[src/rtl/lsu64.sv]
// lsu64: MEM-stage load/store initiator for a doubleword-only data memory.
// Loads are extracted from an aligned doubleword and then extended. Sub-doubleword
// stores read the doubleword, merge the new bytes into it, and write it back.
module lsu64 (
    input  logic        clk,
    input  logic        rstn,
    input  logic        req_valid,
    output logic        req_ready,
    input  logic        req_write,
    input  logic [2:0]  req_funct3,
    input  logic [63:0] req_addr,
    input  logic [63:0] req_wdata,
    output logic        resp_valid,
    output logic [63:0] resp_rdata,
    output logic        resp_err,
    output logic [63:0] mem_address,
    output logic        mem_write_enable,
    output logic [63:0] mem_write_data,
    input  logic [63:0] mem_read_data
);

    localparam int unsigned DW = 64;
    localparam int unsigned SHW = 6;

    typedef enum logic [2:0] {
        IDLE     = 3'd0,
        LOAD     = 3'd1,
        RMW_READ = 3'd2,
        WRITE    = 3'd3,
        RESP     = 3'd4
    } state_t;

    state_t state, state_nxt;

    logic [DW-1:0]  addr_q;
    logic [DW-1:0]  wdata_q;
    logic [DW-1:0]  merge_q;
    logic [DW-1:0]  rdata_q;
    logic [2:0]     funct3_q;
    logic           write_q;
    logic           err_q;

    logic           accept_c;
    logic           misalign_c;
    logic           illegal_c;
    logic           req_err_c;
    logic [SHW-1:0] shamt_c;
    logic [DW-1:0]  size_mask_c;
    logic [DW-1:0]  shifted_c;
    logic [DW-1:0]  extended_c;
    logic [DW-1:0]  merged_c;
    logic           sext_c;

    assign accept_c = (state == IDLE) && req_valid;

    // Request checks on the live request, evaluated only for the accept cycle
    always_comb begin
        misalign_c = 1'b0;
        case (req_funct3[1:0])
            2'b01:   misalign_c = req_addr[0];
            2'b10:   misalign_c = (req_addr[1:0] != 2'b00);
            2'b11:   misalign_c = (req_addr[2:0] != 3'b000);
            default: misalign_c = 1'b0;
        endcase
        illegal_c = (req_write && req_funct3[2]) || (req_funct3 == 3'b111);
        req_err_c = misalign_c || illegal_c;
    end

    // Lane shift, size mask, load extraction and store merge
    always_comb begin
        shamt_c   = {addr_q[2:0], 3'b000};
        shifted_c = mem_read_data >> shamt_c;
        sext_c    = ~funct3_q[2];
        case (funct3_q[1:0])
            2'b00: begin
                size_mask_c = 64'h0000_0000_0000_00FF;
                extended_c  = {{56{sext_c & shifted_c[7]}}, shifted_c[7:0]};
            end
            2'b01: begin
                size_mask_c = 64'h0000_0000_0000_FFFF;
                extended_c  = {{48{sext_c & shifted_c[15]}}, shifted_c[15:0]};
            end
            2'b10: begin
                size_mask_c = 64'h0000_0000_FFFF_FFFF;
                extended_c  = {{32{sext_c & shifted_c[31]}}, shifted_c[31:0]};
            end
            default: begin
                size_mask_c = 64'hFFFF_FFFF_FFFF_FFFF;
                extended_c  = shifted_c;
            end
        endcase
        merged_c = (mem_read_data & ~(size_mask_c << shamt_c))
                 | ((wdata_q & size_mask_c) << shamt_c);
    end

    // State register
    always_ff @(posedge clk or negedge rstn) begin
        if (!rstn) begin
            state <= IDLE;
        end else begin
            state <= state_nxt;
        end
    end

    // Next-state logic
    always_comb begin
        state_nxt = state;
        case (state)
            IDLE: begin
                if (req_valid) begin
                    if (req_err_c) begin
                        state_nxt = RESP;
                    end else if (!req_write) begin
                        state_nxt = LOAD;
                    end else if (req_funct3[1:0] == 2'b11) begin
                        state_nxt = WRITE;
                    end else begin
                        state_nxt = RMW_READ;
                    end
                end
            end
            LOAD:     state_nxt = RESP;
            RMW_READ: state_nxt = WRITE;
            WRITE:    state_nxt = RESP;
            RESP:     state_nxt = IDLE;
            default:  state_nxt = IDLE;
        endcase
    end

    // Request latches, load result and merge buffer
    always_ff @(posedge clk or negedge rstn) begin
        if (!rstn) begin
            addr_q   <= '0;
            wdata_q  <= '0;
            merge_q  <= '0;
            rdata_q  <= '0;
            funct3_q <= '0;
            write_q  <= 1'b0;
            err_q    <= 1'b0;
        end else begin
            if (accept_c) begin
                addr_q   <= req_addr;
                wdata_q  <= req_wdata;
                merge_q  <= req_wdata;
                rdata_q  <= '0;
                funct3_q <= req_funct3;
                write_q  <= req_write;
                err_q    <= req_err_c;
            end
            if (state == LOAD) begin
                rdata_q <= extended_c;
            end
            if (state == RMW_READ) begin
                merge_q <= merged_c;
            end
        end
    end

    // Outputs are decodes of the state register and request latches
    always_comb begin
        req_ready        = (state == IDLE);
        resp_valid       = (state == RESP);
        resp_rdata       = (state == RESP && !write_q) ? rdata_q : '0;
        resp_err         = (state == RESP) && err_q;
        mem_address      = (state == IDLE) ? '0 : {addr_q[63:3], 3'b000};
        mem_write_enable = (state == WRITE);
        mem_write_data   = (state == WRITE) ? merge_q : '0;
    end

endmodule
[config.mk]
export PLATFORM = sky130hd
export DESIGN_NAME = lsu64
export DESIGN_NICKNAME = d
export VERILOG_FILES = /design/src/rtl/lsu64.sv
export SDC_FILE = /design/constraint.sdc
export NUM_CORES = 1
export LEC_CHECK = 0
export CORE_ASPECT_RATIO = 0.5
export CORE_UTILIZATION = 30
export CTS_BUF_LIST = sky130_fd_sc_hd__clkbuf_16
export DETAILED_ROUTE_END_ITERATION = 10
export PLACE_DENSITY = 0.6
export SLEW_MARGIN = 25
export SYNTH_ARGS = -nofsm -noshare
export SYNTH_HDL_FRONTEND = slang
export SYNTH_SLANG_ARGS = --single-unit
[constraint.sdc]
create_clock -name clk -period 1.9 [get_ports clk]
set_input_delay 0.285 -clock clk [delete_from_list [all_inputs] [get_ports clk]]
set_output_delay 0.285 -clock clk [all_outputs]
set_load 0.1 [all_outputs]
==> run summary <==
The flow ran to the end, but the final reports show violations. The checks that failed: DRC, setup timing. After synthesis, the mean cell area works out to 8.62 sq um. In this run the tool buffered the top-level ports with 391 buffer cells. Summed over all nets, the switching power comes to 29.4 mW. In this run the remaining antenna-violating nets after routing total 0. The finished layout holds 3303 standard cells, fillers aside.

For this design, the slowest cell found on the critical path is sky130_fd_sc_hd__dfrtp_1. Timing would allow up to 0.408 GHz. The final wirelength is 87800 um, and the delay contributed by the slowest stage of the critical path is 0.42 ns. The clock passes through at most 3 buffers.

After the first detailed-routing iteration, the DRC count stood at 1906. The startpoint identified for the worst register-to-register timing path is addr_q[0]. The sequential fraction of design power was 0.177.

Across the run, the number of max-cap violations was 0. The vertical die dimension came out at 165 um. During synthesis, Yosys emitted a total of 0 warnings. The proportion of register bits with asynchronous set or reset after synthesis is 1.00.

The clock latency at the later pin of the worst-skew pair is 0.59 ns, and the net total in the final layout is 2781. The synthesized design spends more area on one cell type than any other, namely sky130_fd_sc_hd__dfrtp_1. Routability-driven placement finished with a final weighted congestion of 0.978. The via density per instance is 5.54. By instance count, the leading cell after synthesis is sky130_fd_sc_hd__nand2_1. IR analysis of the VDD net gives a maximum drop of 885 uV. For the smallest hold slack, the log shows 0.186 ns.

For the number of sinks on the clock net, the log shows 264. The tools report the first-pass iteration count of the detailed router as 8. Clock-pin slew was measured on the worst setup and hold paths at 0.07 ns. The tools report the initial core utilization as 0.306. Setup repair after global routing could not meet its margin everywhere.

Counting flops and latches in the post-synthesis netlist gives 264. The final setup slack of the worst path is -0.548 ns, and the switching share of total power is 0.487. The TritonCTS buffer count is 28. Register area share after synthesis: 0.412. For the via count of the first global-routing pass, the log shows 17.5k. Final count of negative-setup-slack endpoints: 430. The critical path goes through buf_4 > or2_4 > nor2_4 > buf_12 > buf_12 > buf_16 > nor2b_4 > buf_12.

Following the worst setup path forward leads to its endpoint at mem_address[20]. The critical path crosses 8 cells after its start point. Tracing the worst setup path back leads to its startpoint at state[0]. Counting instances in the post-synthesis netlist gives the leading cell types as sky130_fd_sc_hd__nand2_1 (495), sky130_fd_sc_hd__dfrtp_1 (264), sky130_fd_sc_hd__o21ai_0 (122).

The slew at the pin with the worst max-slew slack is 0.537 ns. The estimated wirelength of the detail-placed design came out at 63600 um. Counting every instance in the synthesized netlist gives 1859. In this run the power density over the cells is 1970 mW/mm^2. From left edge to right edge, the die measures 329 um. The per-cell routed wire length was 26.6 um; the count of distinct cell types in the synthesized netlist was 66. The kind of cell with the highest combined delay along the critical path is buffers and inverters. H-tree level count: 1. The endpoint identified for the worst register-to-register timing path is merge_q[51].

The die covers 0.0544 sq mm. Yosys mapped a number of flops with a built-in enable equal to 0. The synthesized cell area came out at 0.0160 sq mm. In this run the count of I/O pins placed on the die edge is 395. Hold violation total from the final report: 0.

Global-route wire length before repair: 121000 um. The sort of element at the start of the critical path was a register. After detailed routing, the number of remaining DRC violations is 10.

The maximum fanout count along the critical path was 7. TritonCTS built the clock tree. For the total global routing overflow, the log shows 0. Compared with the post-synthesis result, the final layout area differs by 91.2%. The initialized floorplan defines 59 standard-cell rows. The internal power consumption was 30.9 mW.

By area the synthesized netlist is led by sky130_fd_sc_hd__dfrtp_1 (41%), sky130_fd_sc_hd__nand2_1 (12%), sky130_fd_sc_hd__o21ai_0 (3.8%), sky130_fd_sc_hd__mux4_2 (3.8%), sky130_fd_sc_hd__mux2_2 (3.4%). The layout cell share with drive strength beyond 1 works out to 0.492. The run gives 68 as the pin count of the biggest net entering global routing. The relative contribution of the clock network to total power was 0.089. Fill cells in the final layout number 4327. The run gives 0 as the max-slew violation count. The top-area cell type share of the netlist area was 0.412.

For the final database, setup skew stands at 0.0180 ns. The critical path is of the register to output pin type. Timing analysis after detailed placement gives a worst setup slack of -0.532 ns. In this run the static leakage power is 13.4 nW.

The overall global routing resource usage was 0.304. The critical path's most frequent cell is sky130_fd_sc_hd__buf_12. The number of cells on the worst reg-to-reg path is 10.

The number of antenna violations at the first check in global routing was 0; the worst path arrival time was 2.16 ns. Most used flip-flop cell after synthesis: sky130_fd_sc_hd__dfrtp_1. Across all layers, the routed design uses 18.3k vias. The portion of the clock cycle consumed by the worst path in the final layout works out to 1.29.

The tools report the root cell of the clock tree as sky130_fd_sc_hd__clkbuf_16. The proportion of power drawn by combinational gates is 0.734, and the number of buffers and inverters on the critical path is 5. For the total chip power, the log shows 60.3 mW. The worst path in the final design needs a cycle of 2.45 ns, including I/O delays and setup. In this run the worst hold path is classified as input pin to async pin. Data on the critical path is required at its endpoint by 1.62 ns.

The total area inside the core boundary comes to 0.0523 sq mm. The run gives 0.641 as the headroom to the max-slew limit. The worst setup path is captured at an output pin. The run gives -0.38 ns as the worst setup slack for register-to-register paths.

The number of placed instances, taps included, is 3131.
## sequential cells by signal, indices dropped and copies added (netlist names)
| name | count |
|---|---|
| addr_q | 64 |
| funct3_q | 3 |
| rdata_q | 64 |
| err_q | 1 |
| wdata_q | 64 |
| merge_q | 64 |
| write_q | 1 |
| state | 3 |
## worst reg2reg max path, cell delays in order (launching register included)
cell and delay, ns:
sky130_fd_sc_hd__dfrtp_4 0.50, sky130_fd_sc_hd__buf_12 0.16, sky130_fd_sc_hd__buf_12 0.14, sky130_fd_sc_hd__buf_12 0.13, sky130_fd_sc_hd__buf_6 0.11, sky130_fd_sc_hd__mux2_4 0.32
sky130_fd_sc_hd__a211oi_4 0.33, sky130_fd_sc_hd__buf_12 0.17, sky130_fd_sc_hd__nor2_4 0.04, sky130_fd_sc_hd__a21oi_2 0.13, sky130_fd_sc_hd__o221ai_1 0.12
## cells by family after synthesis
family / Yosys count / synth area share
AOI/OAI and AO/OA: 464 / 0.199
buffers and inverters: 174 / 0.0489
DFF: 264 / 0.412
muxes: 118 / 0.0988
other: 1 / 0.000234
and+or+nand+nor: 838 / 0.242
## cells in the final DEF (no fill, tap or decap), drive strengths merged, types with 12 or more instances in the layout
master and instances:
a21oi 58, nor2 60, and2 73, o22a 20, clkdlybuf4s50 196, o21a 21
a221oi 23, and3 66, dfrtp 264, mux4 27, nor2b 82, o21ai 146
clkbuf 37, a22oi 66, mux2 49, nand2 495, a21boi 14, buf 649
a32oi 12, inv 13, o22ai 21, mux2i 42, nand3 27, a2bb2oi 21
o211ai 12
## layout make-up
class	instances	area (sq um)	share of cell area
antenna	1	2.50	0.0000816
inverter	7	30.0	0.000979
clock inverter	21	138	0.00449
multi-input combinational	1423	11300	0.367
tap	701	877	0.0286
clock buffer	28	701	0.0229
sequential	264	6620	0.216
timing repair buffer	858	11000	0.360
## per-stage QoR
step / cell area, sq um / util / TNS [ns]
final: 30700 / 0.586 / -127.84
after global routing: 30700 / 0.586 / -153.62
after CTS: 29400 / 0.561 / -125.21
after detailed placement: 25900 / 0.494 / -39.82
after global placement: 25900 / 0.494 / -37.86
after floorplan: 16900 / - / -63.55
## power by group through the flow
stage          combinational (mW)  clock [mW]  sequential [mW]
2_1_floorplan                19.8           0             9.46
3_3_place_gp                 33.7           0             10.5
3_5_place_dp                 33.9           0             10.6
4_1_cts                      40.5        5.41             10.5
5_1_grt                      45.8        5.63             10.9
6_report                     44.3        5.35             10.7
## metal layers
| metal | up-vias | part of all wire | track usage |
|---|---|---|---|
| met5 | - | 0 | 0 |
| met2 | 830 | 0.45 | 0.464 |
| met4 | 0 | 0.025 | 0.0715 |
| met1 | 9313 | 0.43 | 0.433 |
| li1 | 8016 | - | - |
| met3 | 136 | 0.089 | 0.0705 |
## what timing repair did
item	4_1_cts	5_1_grt
pin swaps	124	106
setup buffers	88	46
endpoints found under the hold margin	209	0
gates cloned	17	13
gates resized for setup	396	275
hold buffers	1	0
setup endpoints to repair	320	417
## worst min path at each step
stage	slack, ns	to	cells past startpoint
after CTS	0.18	wdata_q[21]	2
after global placement	0.20	merge_q[14]	1
after detailed placement	0.20	merge_q[13]	1
after global routing	0.21	wdata_q[19]	2
after floorplan	-0.01	addr_q[0]	0
final	0.19	wdata_q[19]	2
Note: power is estimated with default switching activity, not from simulation.
